<file path="src/rtl/multdiv_pkg.sv">
// Shared types and constants for the iterative multiply/divide controller.
package multdiv_pkg;

  localparam int MULT_ITER_DEF = 16;
  localparam int DIV_ITER_DEF  = 32;
  localparam int CNT_W         = 6;
  localparam int ACC_W         = 65;

  typedef enum logic [1:0] {
    IDLE = 2'd0,
    MULT = 2'd1,
    DIV  = 2'd2,
    DONE = 2'd3
  } state_e;

endpackage

</file>
<file path="src/rtl/booth_recoder.sv">
// Radix-4 Booth recoder: {b[i+1], b[i], b[i-1]} -> signed digit in {-2..+2}.
module booth_recoder (
  input  logic [2:0]        triplet,
  output logic signed [2:0] digit
);

  always_comb begin
    digit = 3'sd0;
    case (triplet)
      3'b001, 3'b010: digit = 3'sd1;
      3'b011:         digit = 3'sd2;
      3'b100:         digit = -3'sd2;
      3'b101, 3'b110: digit = -3'sd1;
      default:        digit = 3'sd0;
    endcase
  end

endmodule

</file>
<file path="src/rtl/multdiv_ctrl.sv">
// Iterative signed 32-bit multiplier (radix-4 Booth) and divider (non-restoring)
// sharing one 65-bit accumulator; a new start pulse always restarts the unit.
module multdiv_ctrl
  import multdiv_pkg::*;
#(
  parameter int MULT_ITER = MULT_ITER_DEF,
  parameter int DIV_ITER  = DIV_ITER_DEF
) (
  input  logic        clock,
  input  logic        reset,
  input  logic        ctrl_MULT,
  input  logic        ctrl_DIV,
  input  logic [31:0] data_operandA,
  input  logic [31:0] data_operandB,
  output logic [31:0] data_result,
  output logic        data_exception,
  output logic        data_resultRDY
);

  localparam logic [CNT_W-1:0] MULT_LAST = CNT_W'(MULT_ITER);
  localparam logic [CNT_W-1:0] DIV_LAST  = CNT_W'(DIV_ITER);

  state_e             state_q, state_d;
  logic [CNT_W-1:0]   cnt_q, cnt_d;
  logic [ACC_W-1:0]   acc_q, acc_d;
  logic               booth_prev_q, booth_prev_d;
  logic [31:0]        opa_q, opa_d;
  logic [31:0]        opb_q, opb_d;
  logic [31:0]        result_q, result_d;
  logic               exc_q, exc_d;

  // Multiply view: acc = {partial[32:0], remaining multiplier bits[31:0]}.
  logic signed [2:0]  booth_digit;
  logic [34:0]        mcand_ext, booth_addend, booth_sum;
  logic [ACC_W-1:0]   mult_next;
  logic [63:0]        product;
  logic               mult_ovf;

  booth_recoder u_booth (
    .triplet ({acc_q[1], acc_q[0], booth_prev_q}),
    .digit   (booth_digit)
  );

  assign mcand_ext = {{3{opa_q[31]}}, opa_q};

  always_comb begin
    booth_addend = '0;
    case (booth_digit)
      3'b001:  booth_addend = mcand_ext;
      3'b010:  booth_addend = mcand_ext << 1;
      3'b111:  booth_addend = -mcand_ext;
      3'b110:  booth_addend = -(mcand_ext << 1);
      default: booth_addend = '0;
    endcase
  end

  assign booth_sum = {{2{acc_q[64]}}, acc_q[64:32]} + booth_addend;
  assign mult_next = {booth_sum[34:2], booth_sum[1:0], acc_q[31:2]};
  assign product   = acc_q[63:0];
  assign mult_ovf  = !((&product[63:31]) || (~|product[63:31]));

  // Divide view: acc = {signed remainder[32:0], dividend/quotient bits[31:0]},
  // operating on magnitudes and fixing the quotient sign at the end.
  logic [31:0]        a_mag, divisor_mag, quot_signed;
  logic [33:0]        div_shift, div_trial;
  logic [ACC_W-1:0]   div_next;
  logic               div_zero, div_ovf;

  assign a_mag       = data_operandA[31] ? -data_operandA : data_operandA;
  assign divisor_mag = opb_q[31] ? -opb_q : opb_q;
  assign div_shift   = {acc_q[64:32], acc_q[31]};
  assign div_trial   = acc_q[64] ? div_shift + {2'b00, divisor_mag}
                                 : div_shift - {2'b00, divisor_mag};
  assign div_next    = {div_trial[32:0], acc_q[30:0], ~div_trial[33]};
  assign quot_signed = (opa_q[31] ^ opb_q[31]) ? -acc_q[31:0] : acc_q[31:0];
  assign div_zero    = (opb_q == 32'h0000_0000);
  assign div_ovf     = (opa_q == 32'h8000_0000) && (opb_q == 32'hFFFF_FFFF);

  always_comb begin
    // NOTE: every variable gets its hold value first so no path can infer a latch.
    state_d      = state_q;
    cnt_d        = cnt_q;
    acc_d        = acc_q;
    booth_prev_d = booth_prev_q;
    opa_d        = opa_q;
    opb_d        = opb_q;
    result_d     = result_q;
    exc_d        = exc_q;

    if (ctrl_MULT || ctrl_DIV) begin
      cnt_d        = '0;
      booth_prev_d = 1'b0;
      opa_d        = data_operandA;
      opb_d        = data_operandB;
      if (ctrl_MULT) begin
        state_d = MULT;
        acc_d   = {33'd0, data_operandB};
      end else begin
        state_d = DIV;
        acc_d   = {33'd0, a_mag};
      end
    end else begin
      case (state_q)
        MULT: begin
          if (cnt_q == MULT_LAST) begin
            result_d = product[31:0];
            exc_d    = mult_ovf;
            state_d  = DONE;
          end else begin
            acc_d        = mult_next;
            booth_prev_d = acc_q[1];
            cnt_d        = cnt_q + 1'b1;
          end
        end
        DIV: begin
          if (cnt_q == DIV_LAST) begin
            result_d = div_zero ? 32'h0000_0000 : quot_signed;
            exc_d    = div_zero || div_ovf;
            state_d  = DONE;
          end else if (div_zero) begin
            cnt_d = DIV_LAST;  // jump straight to the finishing cycle
          end else begin
            acc_d = div_next;
            cnt_d = cnt_q + 1'b1;
          end
        end
        DONE:    state_d = IDLE;
        default: state_d = IDLE;
      endcase
    end
  end

  always_ff @(posedge clock or posedge reset) begin
    if (reset) begin
      state_q      <= IDLE;
      cnt_q        <= '0;
      acc_q        <= '0;
      booth_prev_q <= 1'b0;
      opa_q        <= '0;
      opb_q        <= '0;
      result_q     <= '0;
      exc_q        <= 1'b0;
    end else begin
      // NOTE: non-blocking so every flop samples the pre-edge values of the others.
      state_q      <= state_d;
      cnt_q        <= cnt_d;
      acc_q        <= acc_d;
      booth_prev_q <= booth_prev_d;
      opa_q        <= opa_d;
      opb_q        <= opb_d;
      result_q     <= result_d;
      exc_q        <= exc_d;
    end
  end

  assign data_result    = result_q;
  assign data_exception = exc_q;
  assign data_resultRDY = (state_q == DONE);

endmodule
</file>
<file path="config.mk">
export PLATFORM = sky130hd
export DESIGN_NAME = multdiv_ctrl
export DESIGN_NICKNAME = d
export VERILOG_FILES = /design/src/rtl/multdiv_pkg.sv /design/src/rtl/booth_recoder.sv /design/src/rtl/multdiv_ctrl.sv
export SDC_FILE = /design/constraint.sdc
export NUM_CORES = 1
export LEC_CHECK = 0
export BUFFER_PORTS_ARGS = -buffer_cell sky130_fd_sc_hd__buf_2
export CORE_ASPECT_RATIO = 1.1
export CORE_UTILIZATION = 45
export CTS_BUF_LIST = sky130_fd_sc_hd__clkbuf_8 sky130_fd_sc_hd__clkbuf_16
export DETAILED_ROUTE_END_ITERATION = 6
export GPL_TIMING_DRIVEN = 0
export PLACE_DENSITY_LB_ADDON = 0.1
export SYNTH_ARGS = -nofsm -noshare
export SYNTH_HDL_FRONTEND = slang
export SYNTH_SLANG_ARGS = --single-unit
export TNS_END_PERCENT = 30
</file>
<file path="constraint.sdc">
create_clock -name clock -period 15.6 [get_ports clock]
set_input_delay 3.12 -clock clock [delete_from_list [all_inputs] [get_ports clock]]
set_output_delay 3.12 -clock clock [all_outputs]
set_load 0.01 [all_outputs]
</file>
==> flow_summary.ini, run 1 <==
[status]
result_of_the_run = finished clean

[floorplan]
ports_placed_on_the_boundary = 102
num_rows = 72
fp.dieArea_um2 = 36300
initial_utilization_pct = 45.6
die-height_um = 200
design.core.area_um2 = 35100
die_x_um = 182

[clocking]
clockBufferDepth = 2
clock_buffers_created_by_tritoncts = 17
cts_post_setup_buffers_inserted = 0
cts_repair_resizes = 0
clkSinkCount = 171
cts_root_buffer = sky130_fd_sc_hd__clkbuf_16
h_tree_depth_reported_by_cts = 4
post_cts_hold_buffer_count = 0
clk-insertion-delay-late_ps = 460
cts_tree = built
path_clk_slew_ps = 70

[global_route]
globalRoute.totalOverflow = 0
grt_first_pass_wirelength_mm = 94.5
via_count_of_the_first_global_routing_pass = 16000
grt_start_max_net_pins = 87
number_of_antenna_violations_at_the_first_check_in_global_routing = 0
gr-usage-all-layers_pct = 34.4

[worst_setup_path]
timing_worst_setup_path_type = flop to flop
path_max_fanout = 10
crit-reg2reg-capture = acc_q[0]$_DFFE_PP0P_
worst-endpoint-arrival_ps = 6660
regToRegSetupSlack_ps = 9260
timing.critical_path.to_type = flop
regToRegStartpoint = opb_q[4]$_DFFE_PP0N_
worstPathRequired_ps = 15920
critical_path.startpoint_type = flop
r2r_cells = 21

[power_and_ir_drop]
comb_power_share_pct = 45.0
leakagePower_nw = 7.61
power.switching_mw = 0.849
max_ir_drop_vdd_mv = 0.0880
total_power_mw = 1.96
power.switching_fraction_pct = 43.3
power.share.sequential_pct = 31.1
pwr-share-clk_pct = 23.9
power-per-cell-area_nw_per_um2 = 111
internal-power_mw = 1.11

[drt]
detail-route-antenna-nets = 0
detail_route.first_pass.iterations = 7
routed_wire_length_per_instance_um = 22.8
num_vias = 16700
avgViaCountPerCell = 6.14
final_routed_wirelength_across_all_metal_layers_mm = 61.9
drt_first_iter_violations = 1309
route.detailed.drc = 0

[sta]
slew_headroom_pct = 25.6
final_report_setup_violation_count = 0
fin_crit_sh_pct = 40.6
totalNegativeSetupSlack_ps = 0
achievable-frequency_mhz = 158
hold_ws_ps = 487
final_period_minus_worst_setup_slack_ps = 6340
worstMarginPinSlew_ps = 1110
clock-skew-final_ps = 12.2
hold_viol = 0
slew_violations = 0
rsz0062_at_grt = no
slack_of_the_critical_path_ps = 9260

[synthesis]
synthesis.instances = 2133
synth_enable_flop_cells = 0
synth.avg_cell_area_um2 = 7.50
ys_dominant_reg_cell = sky130_fd_sc_hd__dfrtp_1
synth.most_common_cell = sky130_fd_sc_hd__nand2_1
synth_sequential_area_ratio_pct = 26.7
post_synth_num_cell_types = 84
synth_seq_cells = 171
synth_area_leader_cell = sky130_fd_sc_hd__dfrtp_1
async_flop_share_pct = 100
post_synth_instance_area_um2 = 16000
postSynthNetCount = 2280
synth-warning-count = 0
synth_top_cells_by_area = sky130_fd_sc_hd__dfrtp_1, sky130_fd_sc_hd__nand2_1, sky130_fd_sc_hd__xor2_1
synth_commonest_cells = sky130_fd_sc_hd__nand2_1, sky130_fd_sc_hd__o21ai_0, sky130_fd_sc_hd__dfrtp_1
yosysTopAreaCellShare_pct = 26.7

[placed_design]
numPlacedInstances = 2678
hpwl_mm = 49.3
detailed_place.area_um2 = 17100
place_worst_setup_slack_ps = 9250
place.port_buffers = 100
place_congestion = 0.971

[hold_path]
hold-path-cell-count = 2
hold_start = data_result[1]$_DFFE_PP0P_
hold_path_class = flop to flop
hold_end = data_result[1]$_DFFE_PP0P_

[flow_run]
drv.max_cap_violation_count = 0

[final_layout]
layout.nets = 2400
post_route_cells_drive_above_1_share_pct = 7.81
finish.instance_area_um2 = 17700
core_occupancy_in_the_finished_layout_pct = 50.4
layout_cells_excl_fill = 2710
area.growth.synth_to_final_pct = 10.7
diodes = 0
-- final cells by class --
cell class                 count  area [um^2]
buffer                       145          581
clock buffer                  20          467
clock inverter                12          160
fill                        3559        17400
inverter                      40          158
multi-input combinational   1777        11000
sequential                   171         4280
tap                          444          556
timing repair buffer         101          528
-- cell usage in the layout (no fill, tap or decap), types with 11 or more instances in the layout --
master                      count
sky130_fd_sc_hd__inv_1         36
sky130_fd_sc_hd__nand2b_1      26
sky130_fd_sc_hd__clkbuf_1     109
sky130_fd_sc_hd__nor4_1        28
sky130_fd_sc_hd__dfrtp_1      171
sky130_fd_sc_hd__xnor2_1       94
sky130_fd_sc_hd__nor3_1        45
sky130_fd_sc_hd__o21ai_0      185
sky130_fd_sc_hd__xor2_1       115
sky130_fd_sc_hd__ha_1          77
sky130_fd_sc_hd__a21oi_1      142
sky130_fd_sc_hd__a211oi_1      62
sky130_fd_sc_hd__buf_2        114
sky130_fd_sc_hd__buf_1         18
sky130_fd_sc_hd__mux2i_1       21
sky130_fd_sc_hd__nand4_1       30
sky130_fd_sc_hd__nor2b_1       42
sky130_fd_sc_hd__o31ai_1       35
sky130_fd_sc_hd__a31oi_1       16
sky130_fd_sc_hd__and3_1        15
sky130_fd_sc_hd__nand3_1       37
sky130_fd_sc_hd__nor2_1       130
sky130_fd_sc_hd__or3_1         33
sky130_fd_sc_hd__a22oi_1       31
sky130_fd_sc_hd__and2_1        11
sky130_fd_sc_hd__clkbuf_16     17
sky130_fd_sc_hd__o211ai_1      14
sky130_fd_sc_hd__a21o_1        32
sky130_fd_sc_hd__nand2_1      389
sky130_fd_sc_hd__or4_1         11
-- routing by layer --
| metal | track usage [%] | routed length (um) | up-vias |
|---|---|---|---|
| met3 | 4.50 | 3280 | 146 |
| li1 | - | - | 7872 |
| met1 | 43.5 | 26200 | 8038 |
| met2 | 57.2 | 29000 | 594 |
| met5 | 0 | 0 | - |
| met4 | 19.0 | 3400 | 0 |
-- logic make-up after synthesis --
logic type | share of synthesized area (%)
XOR/XNOR | 11.4
AND/OR/NAND/NOR | 24.6
flip-flops | 26.7
multiplexers | 1.31
AO/OA/AOI/OAI | 25.1
buffers and inverters | 4.57
adder cells (fa/ha/maj) | 6.27
-- how the worst max path moves through the flow --
stage | from | end | slack (ps) | cells after the start
floorplan | reset | acc_q[0]$_DFFE_PP0P_ | 7850 | 1
global placement | reset | opb_q[24]$_DFFE_PP0N_ | 5500 | 2
detailed placement | data_operandA[10] | acc_q[31]$_DFFE_PP0P_ | 9250 | 9
CTS | opb_q[4]$_DFFE_PP0N_ | acc_q[0]$_DFFE_PP0P_ | 9250 | 21
global route | opb_q[4]$_DFFE_PP0N_ | acc_q[0]$_DFFE_PP0P_ | 8680 | 21
finish | opb_q[4]$_DFFE_PP0N_ | acc_q[0]$_DFFE_PP0P_ | 9260 | 21
-- registers in the layout, summed over array words and instances (netlist names) --
register,cells
acc_q,65
data_result,32
opa_q,32
opb_q,32
cnt_q,6
state_q,2
booth_prev_q,1
data_exception,1
-- worst max-delay path, stage by stage, from the launching register on --
cell                        delay (ps)
sky130_fd_sc_hd__dfrtp_1           360
sky130_fd_sc_hd__clkbuf_1          240
sky130_fd_sc_hd__nor4_2            850
sky130_fd_sc_hd__nand2_1           370
sky130_fd_sc_hd__o21ai_0           230
sky130_fd_sc_hd__a21boi_0          600
sky130_fd_sc_hd__nand3_1           200
sky130_fd_sc_hd__a2111oi_2         340
sky130_fd_sc_hd__and2_2            280
sky130_fd_sc_hd__a21oi_1            90
sky130_fd_sc_hd__xnor2_1           290
sky130_fd_sc_hd__ha_1              290
sky130_fd_sc_hd__clkbuf_1          190
sky130_fd_sc_hd__nor2b_1           170
sky130_fd_sc_hd__o21a_1            180
sky130_fd_sc_hd__nor3_1            170
sky130_fd_sc_hd__nor2_1             80
sky130_fd_sc_hd__nor2_1            100
sky130_fd_sc_hd__o31ai_1           120
sky130_fd_sc_hd__a221oi_1          340
sky130_fd_sc_hd__xnor2_1           250
sky130_fd_sc_hd__a222oi_1          430
-- power by group through the flow --
| stage | Sequential, mW | Combinational, mW | Clock (mW) |
|---|---|---|---|
| CTS | 0.606 | 0.877 | 0.474 |
| finish | 0.609 | 0.883 | 0.469 |
| global placement | 0.611 | 0.859 | 0 |
| detailed placement | 0.612 | 0.872 | 0 |
| floorplan | 0.600 | 0.586 | 0 |
| global route | 0.616 | 0.969 | 0.493 |
No activity file was read; power rests on OpenSTA's default activity.
==> inputs of run 2 (changes only) <==
- ABC_AREA: not set -> 1
- clock period: 15.6 -> 5.3 ns (I/O delays scaled with it)
==> run 2 against run 1 <==
Utilization increased by 0.098 points. Setup slack got worse by 9000 ps. Flip-flop and latch count unchanged. Maximum frequency increased by 26%. Combinational power increased to 3.7 times the previous value.
==> flow_summary.ini, run 2 <==
[status]
result_of_the_run = finished clean

[synthesis]
postSynthNetCount = 2783
synth_area_leader_cell = sky130_fd_sc_hd__dfrtp_1
synth_enable_flop_cells = 0
synth_commonest_cells = sky130_fd_sc_hd__nand2_1, sky130_fd_sc_hd__inv_1, sky130_fd_sc_hd__nor2_1
synth.avg_cell_area_um2 = 6.42
synth_sequential_area_ratio_pct = 25.3
synth_seq_cells = 171
synthesis.instances = 2636
synth_top_cells_by_area = sky130_fd_sc_hd__dfrtp_1, sky130_fd_sc_hd__nand2_1, sky130_fd_sc_hd__o21ai_0
synth-warning-count = 0
async_flop_share_pct = 100
yosysTopAreaCellShare_pct = 25.3
post_synth_num_cell_types = 62
synth.most_common_cell = sky130_fd_sc_hd__nand2_1
ys_dominant_reg_cell = sky130_fd_sc_hd__dfrtp_1
post_synth_instance_area_um2 = 16900

[drt]
drt_first_iter_violations = 1666
final_routed_wirelength_across_all_metal_layers_mm = 71.7
detail-route-antenna-nets = 0
detail_route.first_pass.iterations = 6
routed_wire_length_per_instance_um = 21.9
route.detailed.drc = 0
num_vias = 19100
avgViaCountPerCell = 5.84

[worst_setup_path]
worstPathRequired_ps = 5690
critical-path-max-stage-delay_ps = 510
crit_path_cell_trace = inv_1, or2_1, a21oi_2, inv_2, clkbuf_1, a21oi_1, ha_1, inv_1, fa_1, o21ai_0, nand2_1, o211ai_1, a21oi_1, o21ai_0, nor2_1, o21ai_1, nand3_1, nand2_1
setup.worst_path.end = acc_q[50]$_DFFE_PP0P_
worst-endpoint-arrival_ps = 5410
path_depth = 18
path_buf_inv = 4
critical_path.startpoint_type = flop
cpLargestDelayFamily = compound AO/OA/AOI/OAI gates
path_max_fanout = 10
crit_path_start = acc_q[0]$_DFFE_PP0P_
regToRegSetupSlack_ps = 280
crit-reg2reg-capture = acc_q[50]$_DFFE_PP0P_
timing.critical_path.to_type = flop
r2r_cells = 18
regToRegStartpoint = acc_q[0]$_DFFE_PP0P_
timing_worst_setup_path_type = flop to flop
slowest_stage = sky130_fd_sc_hd__dfrtp_1

[global_route]
gr-usage-all-layers_pct = 37.2
grt_start_max_net_pins = 41
via_count_of_the_first_global_routing_pass = 17800
grt_first_pass_wirelength_mm = 107
globalRoute.totalOverflow = 0
number_of_antenna_violations_at_the_first_check_in_global_routing = 4

[clocking]
post_cts_hold_buffer_count = 0
clock_buffers_created_by_tritoncts = 17
path_clk_slew_ps = 70
cts_tree = built
cts_repair_resizes = 0
clockBufferDepth = 2
cts_root_buffer = sky130_fd_sc_hd__clkbuf_16
clkSinkCount = 171
h_tree_depth_reported_by_cts = 4
cts_post_setup_buffers_inserted = 0
clk-insertion-delay-late_ps = 470

[final_layout]
finish.instance_area_um2 = 18800
layout.nets = 2907
top_register_by_number_of_flip_flops = acc_q
post_route_cells_drive_above_1_share_pct = 9.31
multi_input_area_um2 = 11100
area.growth.synth_to_final_pct = 10.8
seq_area_um2 = 4280
largest_register_ffs = 65
layout_commonest_cell = sky130_fd_sc_hd__nand2_1
fillerInstances = 3849
commonest_cells_after_routing_fill_and_taps_aside = sky130_fd_sc_hd__nand2_1, sky130_fd_sc_hd__inv_1, sky130_fd_sc_hd__nor2_1

[sta]
worstMarginPinSlew_ps = 989
fin_crit_sh_pct = 94.6
hold_viol = 0
final_period_minus_worst_setup_slack_ps = 5020
slew_violations = 0
slew_headroom_pct = 34.1
final_report_setup_violation_count = 0
clock-skew-final_ps = 21.1
achievable-frequency_mhz = 199
totalNegativeSetupSlack_ps = 0
rsz0062_at_grt = no

[floorplan]
die_x_um = 187
design.core.area_um2 = 37100
num_rows = 74
initial_utilization_pct = 45.6
die-height_um = 205
ports_placed_on_the_boundary = 102
fp.dieArea_um2 = 38400

[placed_design]
detailed_place.area_um2 = 18100
place_congestion = 1.00
place.port_buffers = 101
hpwl_mm = 59.8

[power_and_ir_drop]
max_ir_drop_vdd_mv = 0.272
leakagePower_nw = 9.03
power-per-cell-area_nw_per_um2 = 350

[hold_path]
hold_path_class = flop to flop

[flow_run]
drv.max_cap_violation_count = 0
[run 2: final cells by class]
cell class	count	share of cell area, %
Clock buffer	17	2.27
Clock inverter	14	0.987
Buffer	86	2.08
Sequential cell	171	22.8
Multi-Input combinational cell	2055	58.9
Tap cell	494	3.29
Antenna cell	4	0.0533
Timing Repair Buffer	105	3.12
Inverter	324	6.50
[run 2: cell families after synthesis]
group	count (synthesis)	synth area share, %
xor+xnor	92	4.87
buf+inv	410	9.49
flops	171	25.3
fa+ha+maj	79	5.92
compound gates	641	21.8
simple gates	1243	32.6
[run 2: worst min-delay path by stage]
| stage | end | from | depth (start not counted) | slack [ps] |
|---|---|---|---|---|
| detailed placement | data_result[21]$_DFFE_PP0P_ | data_result[21]$_DFFE_PP0P_ | 2 | 470 |
| global route | data_result[21]$_DFFE_PP0P_ | data_result[21]$_DFFE_PP0P_ | 2 | 500 |
| CTS | data_result[21]$_DFFE_PP0P_ | data_result[21]$_DFFE_PP0P_ | 2 | 490 |
| floorplan | opa_q[0]$_DFFE_PP0N_ | opa_q[0]$_DFFE_PP0N_ | 2 | 470 |
| global placement | data_result[21]$_DFFE_PP0P_ | data_result[21]$_DFFE_PP0P_ | 2 | 460 |
| finish | data_result[31]$_DFFE_PP0P_ | data_result[31]$_DFFE_PP0P_ | 2 | 480 |
[run 2: power by group]
part           switching (mW)  total, mW  internal, mW
Clock                   0.600       1.35         0.752
Combinational            2.24       3.31          1.07
Sequential              0.350       1.91          1.56
[run 2: worst min-delay path: cells and delay by family, from the launching register on]
kind,cells,cell delay (ps)
and+or+nand+nor,2,110
DFF,1,340
[run 2: layer usage]
| metal | wire length [um] | part of all wire (%) | global-route usage (%) | up-vias |
|---|---|---|---|---|
| li1 | - | - | - | 9134 |
| met1 | 29000 | 40 | 44.6 | 8914 |
| met2 | 33200 | 46 | 62.1 | 848 |
| met3 | 4250 | 5.9 | 4.49 | 197 |
| met4 | 5340 | 7.4 | 26.9 | 0 |
| met5 | 0 | 0 | 0 | - |
[run 2: per-stage QoR]
| stage | total power, mW | setup WS [ps] | instances | util, % | hold WS [ps] |
|---|---|---|---|---|---|
| 2_1_floorplan | 3.97 | 1710 | 2636 | - | 474 |
| 3_3_place_gp | 5.11 | 264 | 3231 | 48.7 | 465 |
| 3_5_place_dp | 5.14 | 250 | 3235 | 48.9 | 466 |
| 4_1_cts | 6.50 | 216 | 3266 | 50.5 | 487 |
| 5_1_grt | 6.97 | 11.9 | 3270 | 50.5 | 501 |
| 6_report | 6.57 | 284 | 3270 | 50.5 | 484 |
==> inputs of run 3 (changes only) <==
- RECOVER_POWER: not set -> 100
==> run 3 against run 2 <==
The run now ends with capacitance limit, slew limit left. Clock skew shrank 8.3 ps. Utilization down 0.42 points. Die area is the same. Sequential power about the same. Critical endpoint unchanged. Largest cell class unchanged.
==> flow_summary.ini, run 3 (same netlist as run 2, synthesis figures left out) <==
[floorplan]
fp.dieArea_um2 = 38400
die_x_um = 187
initial_utilization_pct = 45.6
ports_placed_on_the_boundary = 102
die-height_um = 205
design.core.area_um2 = 37100
num_rows = 74

[clocking]
clock_buffers_created_by_tritoncts = 17
cts_repair_resizes = 0
cts_tree = built
clk-insertion-delay-late_ps = 460
path_clk_slew_ps = 70
clockBufferDepth = 2
clkSinkCount = 171
h_tree_depth_reported_by_cts = 4
cts_post_setup_buffers_inserted = 0
cts_root_buffer = sky130_fd_sc_hd__clkbuf_16
post_cts_hold_buffer_count = 0

[drt]
route.detailed.drc = 0
num_vias = 19200
route.met3.wl_mm = 4.60
avgViaCountPerCell = 5.86
wl_met2_mm = 33.2
detail-route-antenna-nets = 0
dr.max_layer_used = met4
routed_wire_length_per_instance_um = 21.9
route.layer.met1.wl_mm = 28.5
detail_route.first_pass.iterations = 6
final_routed_wirelength_across_all_metal_layers_mm = 71.7
drt_first_iter_violations = 1594

[power_and_ir_drop]
max_ir_drop_vdd_mv = 0.264
power-per-cell-area_nw_per_um2 = 350
leakagePower_nw = 8.88

[worst_setup_path]
worstPathRequired_ps = 5700
timing.critical_path.to_type = flop
critical_path.startpoint_type = flop
path_max_fanout = 10
worst-endpoint-arrival_ps = 5400
timing_worst_setup_path_type = flop to flop

[global_route]
number_of_antenna_violations_at_the_first_check_in_global_routing = 4
globalRoute.totalOverflow = 0
gr-usage-all-layers_pct = 37.2
grt_start_max_net_pins = 41
via_count_of_the_first_global_routing_pass = 17800
grt_first_pass_wirelength_mm = 107

[final_layout]
post_route_cells_drive_above_1_share_pct = 7.29
finish.instance_area_um2 = 18600
core_occupancy_in_the_finished_layout_pct = 50.1
layout.nets = 2907
layout_commonest_cell = sky130_fd_sc_hd__nand2_1
area.growth.synth_to_final_pct = 9.87
commonest_cells_after_routing_fill_and_taps_aside = sky130_fd_sc_hd__nand2_1, sky130_fd_sc_hd__inv_1, sky130_fd_sc_hd__nor2_1
top_register_by_number_of_flip_flops = acc_q
largest_register_ffs = 65

[sta]
rsz0062_at_grt = no
worstMarginPinSlew_ps = 2190
slew_headroom_pct = -46.0
final_period_minus_worst_setup_slack_ps = 5000
slew_violations = 37
totalNegativeSetupSlack_ps = 0
fin_crit_sh_pct = 94.4
hold_viol = 0
achievable-frequency_mhz = 200
final_report_setup_violation_count = 0
clock-skew-final_ps = 12.8
slack_of_the_critical_path_ps = 299

[placed_design]
place_congestion = 1.00
place_worst_setup_slack_ps = 250
hpwl_mm = 59.8
place.port_buffers = 101
detailed_place.area_um2 = 18100

[status]
failed_checks = capacitance limit, slew limit
result_of_the_run = finished with violations

[hold_path]
hold_path_class = flop to flop

[flow_run]
drv.max_cap_violation_count = 1
[run 3: through the flow]
stage / std cells / power (mW) / hold WS, ps
after floorplan: 2636 / 3.97 / 474
after global placement: 3231 / 5.11 / 465
after detailed placement: 3235 / 5.14 / 466
after CTS: 3266 / 6.50 / 487
after global routing: 3270 / 6.92 / 503
final: 3271 / 6.52 / 487
[run 3: critical path, stage by stage (launching register included)]
cell                       delay (ps)
sky130_fd_sc_hd__dfrtp_1          520
sky130_fd_sc_hd__inv_1            230
sky130_fd_sc_hd__or2_1            290
sky130_fd_sc_hd__a21oi_2          460
sky130_fd_sc_hd__inv_2            200
sky130_fd_sc_hd__clkbuf_1         300
sky130_fd_sc_hd__a21oi_1          210
sky130_fd_sc_hd__ha_1             260
sky130_fd_sc_hd__inv_1            110
sky130_fd_sc_hd__fa_1             490
sky130_fd_sc_hd__o21ai_0          340
sky130_fd_sc_hd__nand2_1           90
sky130_fd_sc_hd__o211ai_1         270
sky130_fd_sc_hd__a21oi_1          210
sky130_fd_sc_hd__o21ai_0          300
sky130_fd_sc_hd__nor2_1            70
sky130_fd_sc_hd__o21ai_1          370
sky130_fd_sc_hd__nand3_1          120
sky130_fd_sc_hd__nand2_1           80
[run 3: layout make-up]
class	instances	area, um^2
flip-flops and latches	171	4280
fillers	3888	18500
well taps	494	618
plain buffers	86	362
multi-input cells	2055	11000
clock inverters	14	185
diodes	5	12.5
clock buffers	17	425
repair buffers	105	495
inverters	324	1220
[run 3: final timing paths]
kind	start	endpoint	slack (ps)	cells after the start
max	acc_q[0]$_DFFE_PP0P_	acc_q[50]$_DFFE_PP0P_	300	18
min	data_result[31]$_DFFE_PP0P_	data_result[31]$_DFFE_PP0P_	490	2
max reg2reg	acc_q[0]$_DFFE_PP0P_	acc_q[50]$_DFFE_PP0P_	300	18
min reg2reg	data_result[31]$_DFFE_PP0P_	data_result[31]$_DFFE_PP0P_	490	2
max in group asynchronous	reset	data_result[27]$_DFFE_PP0P_	1300	4
min in group asynchronous	reset	acc_q[54]$_DFFE_PP0P_	760	2
[run 3: routing by layer]
layer,global-route usage (%),vias to the layer above
met1,44.6,8926
met4,26.9,0
met5,0,-
met2,62.1,888
li1,-,9143
met3,4.49,195
[run 3: power by group]
part	internal (mW)	switching (mW)	total (mW)	leakage, nW
clock	0.752	0.601	1.35	0.294
sequential	1.56	0.352	1.91	2.10
combinational	1.02	2.23	3.25	6.48
total	3.34	3.18	6.52	8.88
